--- src/rtl/cpu_clk_pkg.sv ---
// Shared definitions for the PHI0 clock controller.
//   state_e    : sequencer phases (low, high, stretched high, halted low)
//   HALF_MIN   : smallest legal half-period in source clocks
//   clamp_half : raises a requested half-period to at least HALF_MIN
package cpu_clk_pkg;

  typedef enum logic [1:0] {
    ST_LOW     = 2'd0,
    ST_HIGH    = 2'd1,
    ST_STRETCH = 2'd2,
    ST_HALT    = 2'd3
  } state_e;

  localparam int unsigned HALF_MIN = 2;

  // Half-periods of 0 or 1 would collapse a phase, so they become HALF_MIN.
  function automatic int unsigned clamp_half(input int unsigned val);
    return (val < HALF_MIN) ? HALF_MIN : val;
  endfunction

endpackage

--- src/rtl/cpu_clk_ctrl_if.sv ---
// Request/status bundle between the 6502 glue logic and cpu_clk_ctrl.
//   master : drives divisor load, wait-state request, HALT and STEP
//   slave  : the controller; returns PHI0, edge strobes and HALTED
interface cpu_clk_ctrl_if #(
  parameter int unsigned HALF_W = 8,
  parameter int unsigned WAIT_W = 4
) ();

  logic              DIV_LOAD;
  logic [HALF_W-1:0] DIV_VAL;
  logic              WAIT_REQ;
  logic [WAIT_W-1:0] WAIT_N;
  logic              HALT;
  logic              STEP;
  logic              PHI0;
  logic              PHI_RISE;
  logic              PHI_FALL;
  logic              HALTED;

  modport master (
    output DIV_LOAD, DIV_VAL, WAIT_REQ, WAIT_N, HALT, STEP,
    input  PHI0, PHI_RISE, PHI_FALL, HALTED
  );

  modport slave (
    input  DIV_LOAD, DIV_VAL, WAIT_REQ, WAIT_N, HALT, STEP,
    output PHI0, PHI_RISE, PHI_FALL, HALTED
  );

endinterface

--- src/rtl/edge_pulse.sv ---
// Rising-edge detector: pulse_c_o is high for the clock where sig_i is 1
// and was 0 on the previous clock.
//   clk, rst_n : clock, async active-low reset
//   sig_i      : synchronous level input
//   pulse_c_o  : combinational one-clock rising-edge pulse
module edge_pulse (
  input  logic clk,
  input  logic rst_n,
  input  logic sig_i,
  output logic pulse_c_o
);

  logic prev_q;

  // Previous value of sig_i.
  always_ff @(posedge clk or negedge rst_n) begin
    if (!rst_n) begin
      prev_q <= 1'b0;
    end else begin
      prev_q <= sig_i;
    end
  end

  assign pulse_c_o = sig_i & ~prev_q;

endmodule

--- src/rtl/cpu_clk_ctrl.sv ---
// PHI0 generator and sequencer for the 6502 core, run from CLK_SRC.
// Programmable half-period, wait-state stretch of the high phase,
// halt/single-step parking in the low phase, and registered edge strobes.
//   CLK_SRC, RESET_N : source clock, async active-low reset
//   bus (slave)      : DIV_LOAD/DIV_VAL, WAIT_REQ/WAIT_N, HALT, STEP in;
//                      PHI0, PHI_RISE, PHI_FALL, HALTED out (all registered)
module cpu_clk_ctrl
  import cpu_clk_pkg::*;
#(
  parameter int unsigned DEFAULT_HALF = 4,
  parameter int unsigned HALF_W       = 8,
  parameter int unsigned WAIT_W       = 4
) (
  input  logic           CLK_SRC,
  input  logic           RESET_N,
  cpu_clk_ctrl_if.slave  bus
);

  state_e              state_q, state_d;
  logic [HALF_W-1:0]   cnt_q, cnt_d;
  logic [HALF_W-1:0]   half_q, half_d;
  logic [HALF_W-1:0]   pending_half_q, pending_half_d;
  logic [WAIT_W-1:0]   wcnt_q, wcnt_d;
  logic                step_pending_q, step_pending_d;
  logic                phi0_q, phi0_d;
  logic                rise_q, rise_d;
  logic                fall_q, fall_d;
  logic                halted_q, halted_d;

  logic                step_rise_c;
  logic                phase_end_c;
  logic                step_eff_c;
  logic                go_high_c;
  logic                go_low_c;

  edge_pulse u_step_edge (
    .clk       (CLK_SRC),
    .rst_n     (RESET_N),
    .sig_i     (bus.STEP),
    .pulse_c_o (step_rise_c)
  );

  // Next-state, counters and registered-output values.
  always_comb begin
    state_d        = state_q;
    cnt_d          = cnt_q;
    half_d         = half_q;
    wcnt_d         = wcnt_q;
    rise_d         = 1'b0;
    fall_d         = 1'b0;
    go_high_c      = 1'b0;
    go_low_c       = 1'b0;
    phase_end_c    = (cnt_q == (half_q - HALF_W'(1)));
    // A step edge landing on the low end-of-phase still counts.
    step_eff_c     = step_pending_q | (step_rise_c & bus.HALT);
    pending_half_d = pending_half_q;
    step_pending_d = step_pending_q;

    case (state_q)
      ST_LOW: begin
        if (phase_end_c) begin
          if (bus.HALT && !step_eff_c) begin
            state_d = ST_HALT;
          end else begin
            go_high_c = 1'b1;
          end
        end else begin
          cnt_d = cnt_q + HALF_W'(1);
        end
      end
      ST_HALT: begin
        if (!bus.HALT || step_pending_q) begin
          go_high_c = 1'b1;
        end
      end
      ST_HIGH: begin
        if (phase_end_c) begin
          if (bus.WAIT_REQ && (bus.WAIT_N != '0)) begin
            state_d = ST_STRETCH;
            wcnt_d  = bus.WAIT_N - WAIT_W'(1);
          end else begin
            go_low_c = 1'b1;
          end
        end else begin
          cnt_d = cnt_q + HALF_W'(1);
        end
      end
      ST_STRETCH: begin
        if (wcnt_q == '0) begin
          go_low_c = 1'b1;
        end else begin
          wcnt_d = wcnt_q - WAIT_W'(1);
        end
      end
      default: begin
        state_d = ST_LOW;
      end
    endcase

    if (go_high_c) begin
      state_d = ST_HIGH;
      cnt_d   = '0;
      rise_d  = 1'b1;
    end

    // New divisor only takes effect at a phase boundary into LOW.
    if (go_low_c) begin
      state_d = ST_LOW;
      cnt_d   = '0;
      fall_d  = 1'b1;
      half_d  = pending_half_q;
    end

    if (bus.DIV_LOAD) begin
      pending_half_d = HALF_W'(clamp_half(32'(bus.DIV_VAL)));
    end

    // Leaving toward HIGH consumes any step; dropping HALT discards it.
    if (go_high_c || !bus.HALT) begin
      step_pending_d = 1'b0;
    end else if (step_rise_c) begin
      step_pending_d = 1'b1;
    end

    phi0_d   = (state_d == ST_HIGH) || (state_d == ST_STRETCH);
    halted_d = (state_d == ST_HALT);
  end

  // State and output registers.
  always_ff @(posedge CLK_SRC or negedge RESET_N) begin
    if (!RESET_N) begin
      state_q        <= ST_LOW;
      cnt_q          <= '0;
      half_q         <= HALF_W'(DEFAULT_HALF);
      pending_half_q <= HALF_W'(DEFAULT_HALF);
      wcnt_q         <= '0;
      step_pending_q <= 1'b0;
      phi0_q         <= 1'b0;
      rise_q         <= 1'b0;
      fall_q         <= 1'b0;
      halted_q       <= 1'b0;
    end else begin
      state_q        <= state_d;
      cnt_q          <= cnt_d;
      half_q         <= half_d;
      pending_half_q <= pending_half_d;
      wcnt_q         <= wcnt_d;
      step_pending_q <= step_pending_d;
      phi0_q         <= phi0_d;
      rise_q         <= rise_d;
      fall_q         <= fall_d;
      halted_q       <= halted_d;
    end
  end

  assign bus.PHI0     = phi0_q;
  assign bus.PHI_RISE = rise_q;
  assign bus.PHI_FALL = fall_q;
  assign bus.HALTED   = halted_q;

endmodule

--- src/flat_wrapper.sv ---
// flat-port wrapper written by rule: the top's interface ports become plain ports
module cpu_clk_ctrl_flat import cpu_clk_pkg::*;
#(
  parameter int unsigned DEFAULT_HALF = 4,
  parameter int unsigned HALF_W       = 8,
  parameter int unsigned WAIT_W       = 4
)
  (CLK_SRC, RESET_N, bus_DIV_LOAD, bus_DIV_VAL, bus_WAIT_REQ, bus_WAIT_N, bus_HALT, bus_STEP, bus_PHI0, bus_PHI_RISE, bus_PHI_FALL, bus_HALTED);
  cpu_clk_ctrl_if #(.HALF_W(HALF_W), .WAIT_W(WAIT_W)) bus_i ();
  input  logic CLK_SRC;
  input  logic RESET_N;
  input wire logic [$bits(bus_i.DIV_LOAD)-1:0] bus_DIV_LOAD;
  input wire logic [$bits(bus_i.DIV_VAL)-1:0] bus_DIV_VAL;
  input wire logic [$bits(bus_i.WAIT_REQ)-1:0] bus_WAIT_REQ;
  input wire logic [$bits(bus_i.WAIT_N)-1:0] bus_WAIT_N;
  input wire logic [$bits(bus_i.HALT)-1:0] bus_HALT;
  input wire logic [$bits(bus_i.STEP)-1:0] bus_STEP;
  output wire logic [$bits(bus_i.PHI0)-1:0] bus_PHI0;
  output wire logic [$bits(bus_i.PHI_RISE)-1:0] bus_PHI_RISE;
  output wire logic [$bits(bus_i.PHI_FALL)-1:0] bus_PHI_FALL;
  output wire logic [$bits(bus_i.HALTED)-1:0] bus_HALTED;
  assign bus_i.DIV_LOAD = bus_DIV_LOAD;
  assign bus_i.DIV_VAL = bus_DIV_VAL;
  assign bus_i.WAIT_REQ = bus_WAIT_REQ;
  assign bus_i.WAIT_N = bus_WAIT_N;
  assign bus_i.HALT = bus_HALT;
  assign bus_i.STEP = bus_STEP;
  assign bus_PHI0 = bus_i.PHI0;
  assign bus_PHI_RISE = bus_i.PHI_RISE;
  assign bus_PHI_FALL = bus_i.PHI_FALL;
  assign bus_HALTED = bus_i.HALTED;
  cpu_clk_ctrl #(.DEFAULT_HALF(DEFAULT_HALF), .HALF_W(HALF_W), .WAIT_W(WAIT_W)) u_core (.CLK_SRC(CLK_SRC), .RESET_N(RESET_N), .bus(bus_i));
endmodule
--- config.mk ---
export PLATFORM = sky130hd
export DESIGN_NAME = cpu_clk_ctrl_flat
export DESIGN_NICKNAME = d
export VERILOG_FILES = /design/src/rtl/cpu_clk_pkg.sv /design/src/rtl/cpu_clk_ctrl_if.sv /design/src/rtl/edge_pulse.sv /design/src/rtl/cpu_clk_ctrl.sv /design/src/flat_wrapper.sv
export SDC_FILE = /design/constraint.sdc
export NUM_CORES = 1
export LEC_CHECK = 0
export CORE_MARGIN = 10
export CORE_UTILIZATION = 60
export DETAILED_ROUTE_END_ITERATION = 7
export HOLD_SLACK_MARGIN = 0.05
export PLACE_DENSITY = 0.85
export SYNTH_ARGS = -nofsm -noshare
export SYNTH_HDL_FRONTEND = slang
export SYNTH_SLANG_ARGS = --single-unit
--- constraint.sdc ---
create_clock -name CLK_SRC -period 7.5 [get_ports CLK_SRC]
set_clock_uncertainty 0.2 [all_clocks]
set_input_delay 1.5 -clock CLK_SRC [delete_from_list [all_inputs] [get_ports CLK_SRC]]
set_output_delay 1.5 -clock CLK_SRC [all_outputs]
set_load 0.01 [all_outputs]
==> results.md <==
* Pwr dens at approximately 340 nW/um^2
* CP delay by family, top: compound AO/OA/AOI/OAI gates
* DR vias at 1,524
* Layout Nets at ~250
* RSZ-0062 raised after global routing: false
* Critical path endpoint category: flip-flop
* Fillers at 252
* Worst Path Arrival at 4120 ps
* Max-Cap Viols at 0
* Post-synthesis mux area share at 9.81%
* Outcome: finished clean
* R2R Setup Slk at between 4000 and 5000 ps
* Worst Tran Pin Value at 848 ps
* Global route overflow at 0
* Root Driver: clkbuf_4
* H-tree depth at 2
* Crit-path slowest cell: o41ai_1
* Avg Cell Area, Syn at 10.4 um^2
* Hold Crit Class: flip-flop to flip-flop
* Met1 Routed Length at 1870 um
* ANT cells at 0
* Final setup TNS at 0 ps
* Final hold vios at 0
* Num rows at 21
* Die height at 79.0 um
* Final Cycle Share at 54.4%
* Routed length on met3 at roughly 210 um
* Leakage at 1.06 nW
* Clock sinks at 36
* Worst Setup SP: bus_WAIT_N[3]
* Final worst path period need at 4080 ps
* Crit-path cells: clkdlybuf4s50_1 -> o41ai_1 -> nand3_1 -> o22ai_2 -> o21bai_1 -> ha_1
* Via density at 5.69
* Adder-cell area share of the yosys netlist at 4.79%
* Post-Route WL at 4350 um
* FFs w/ async S/R, synth at 100%
* Crit start category: primary input
* Vias in the first global route at approximately 1,600
* Core area at 3360 um^2
* Die width at 79.0 um
* CTS tree: done
* Deepest clock path buffer count at 2
* Drt initial violations at about 120
* DR WL met2 at 2270 um
* Max-slew headroom at 42.7%
* Gr usage total at 14.7%
* Drc violations at 0
* Initial Util at 62.2%
* WP data required at 7540 ps
* Routed wire per std cell at 16.2 um
* DR pass1 iterations at 4
* YS warnings at 0
* Remaining antenna violation count after routing at 0
* Hold buffers post-CTS at 0
* Top Metal Used: met4
* Slew Viols, Final at 0
* Hpwl dp at 3290 um
* Antenna violations before repair at 0
* Synth Flop Type: dfrtp_1
* Synth unique cells at 47
* Largest fanout on the critical path at 12
* Max Clk Rate at 0.245 GHz
* # port buffers at 21
* Clk_lat worst skew at around 340 ps
* Post-CTS setup buffer count at 0
* Levels on crit path at 6
* Complex-gate fraction of the synthesized area at 13.2%
* FF-to-FF Start: u_core.half_q[0]$_DFFE_PN0N_
* Post-Synth Simple-Gate Area at 17.2%
* I/O pins at 22
* Num CTS Buffers at 5
* Synth Area in XOR/XNOR at 7.12%
* Final GP Congestion at 0.770
* Flops & latches, synth at 36
* Global-route wire length before repair at roughly 7500 um
* Net Count, Synth at 227
* Register area share after synthesis at 43.2%
* End point of the critical path: u_core.bus.PHI0$_DFF_PN0_
* Cts repair resizes at 0
* Setup violations, final at 0
* EDFF count, synth at 0
* Largest family of logic cells by synthesized area: simple AND/OR/NAND/NOR gates
* Die footprint at about 6200 um^2
* Mapped Area at 2090 um^2
* Max IR drop VDD at around 0.00021 V
* Register-to-Register Path Depth at 9
* Clock transition at the registers of the reported paths at between 100 and 150 ps
* Buf/Inv on CP at 1
* Layout cells sized above 1 at between 10% and 20%
* Biggest cell delay along the critical path at 820 ps
* Worst Setup Path Type: primary input to flip-flop
* Reg-to-reg endpoint: u_core.bus.PHI0$_DFF_PN0_
* Cells after Synth at 201
* Hold_ws at about 330 ps
* Largest net degree at the start of global routing at 37
* Area growth syn-to-layout at 13.2%
worst reg2reg max path, cell delays in order, from the launching register on:
cell	delay, ps
dfrtp_1	460
inv_1	90
ha_1	310
nor2b_1	170
or3_1	350
a31oi_1	280
o211ai_4	240
o22ai_2	610
o21bai_1	220
ha_1	320
synthesized netlist by cell type (2+ instances only):
cell      number  area, um^2
a21o_1         2        15.0
nor2_2         2        12.5
a31oi_1        3        18.8
dfstp_2        2        52.6
buf_2          2        10.0
nor2_1        12        45.0
o21ai_0        8        40.0
inv_1         11        41.3
mux2_2         8        90.1
nand2b_1       3        18.8
xor2_1        12         105
or3_1          3        18.8
nor2b_1        4        25.0
and3_1         4        25.0
mux2i_1        4        40.0
nor3_1         6        30.0
nand2_1       11        41.3
xnor2_1        5        43.8
ha_1           8         100
buf_6          2        22.5
nand4_1        4        25.0
a211o_1        2        17.5
dfrtp_1       34         851
o21a_1         2        15.0
clkbuf_1       4        15.0
a21oi_1        5        25.0
o41ai_1        3        26.3
nand3_1       10        50.1
o21bai_1       3        22.5
mux2_4         5        75.1
worst min-delay path by stage:
stage,from,to,slack [ps],cells past startpoint
after detailed placement,u_core.pending_half_q[0]$_DFFE_PN0P_,u_core.half_q[0]$_DFFE_PN0N_,280,2
after CTS,u_core.pending_half_q[6]$_DFFE_PN0P_,u_core.half_q[6]$_DFFE_PN0N_,320,1
after global routing,u_core.pending_half_q[1]$_DFFE_PN0P_,u_core.pending_half_q[1]$_DFFE_PN0P_,340,1
after floorplan,u_core.pending_half_q[0]$_DFFE_PN0P_,u_core.half_q[0]$_DFFE_PN0N_,250,2
final,u_core.pending_half_q[1]$_DFFE_PN0P_,u_core.pending_half_q[1]$_DFFE_PN0P_,330,1
after global placement,u_core.pending_half_q[0]$_DFFE_PN0P_,u_core.half_q[0]$_DFFE_PN0N_,270,2
cells by family after synthesis:
kind of cell | Yosys count
XOR/XNOR | 17
adder cells (fa/ha/maj) | 8
multiplexers | 17
AND/OR/NAND/NOR | 66
buffers and inverters | 20
flip-flops | 36
AO/OA/AOI/OAI | 37
registers in the layout (all words and copies together), names as in the netlist:
signal	flops
u_core.cnt_q	8
u_core.half_q	8
u_core.pending_half_q	8
u_core.wcnt_q	4
u_core.state_q	2
u_core.bus.HALTED	1
u_core.bus.PHI0	1
u_core.bus.PHI_FALL	1
u_core.bus.PHI_RISE	1
u_core.step_pending_q	1
u_core.u_step_edge.prev_q	1
area by class of cell:
cell class / count / area (um^2) / area share, %
Clock buffer: 5 / 37.5 / 1.59
Inverter: 11 / 41.3 / 1.74
Tap cell: 46 / 57.6 / 2.43
Clock inverter: 3 / 18.8 / 0.793
Timing Repair Buffer: 22 / 218 / 9.20
Sequential cell: 36 / 903 / 38.2
Multi-Input combinational cell: 145 / 1090 / 46.1
metal layers:
metal | vias up | GRT usage (%)
met3 | 2 | 3.72
met4 | 0 | 3.94
met1 | 741 | 17.1
li1 | 747 | -
met5 | - | 0
met2 | 34 | 26.1
through the flow:
step	instances	worst slack (ps)	area, um^2	total power [mW]	util [%]
global route	268	3210	2370	0.871	70.4
finish	268	3420	2370	0.804	70.4
floorplan	201	4030	2090	0.610	-
CTS	268	3460	2370	0.806	70.4
global placement	260	3220	2310	0.669	68.7
detailed placement	260	3080	2310	0.703	68.7
report_power, final:
part	leakage, nW	switching (mW)	internal [mW]
clock network	0.0349	0.0637	0.0360
registers	0.450	0.0726	0.253
logic	0.576	0.199	0.180
total	1.06	0.335	0.469
placed cells by master (no fill, tap or decap), types with 3 or more instances in the layout:
cell type / n
a21oi_1: 5
a31oi_1: 3
and3_1: 4
clkbuf_4: 5
clkdlybuf4s50_1: 21
dfrtp_1: 34
ha_1: 8
inv_1: 11
mux2_2: 8
mux2_4: 5
mux2i_1: 4
nand2_1: 11
nand2b_1: 3
nand3_1: 10
nand4_1: 4
nor2_1: 12
nor2b_1: 4
nor3_1: 6
o21ai_0: 8
o21bai_1: 3
o41ai_1: 3
or3_1: 3
xnor2_1: 5
xor2_1: 12
Note: power is estimated with default switching activity, not from simulation.
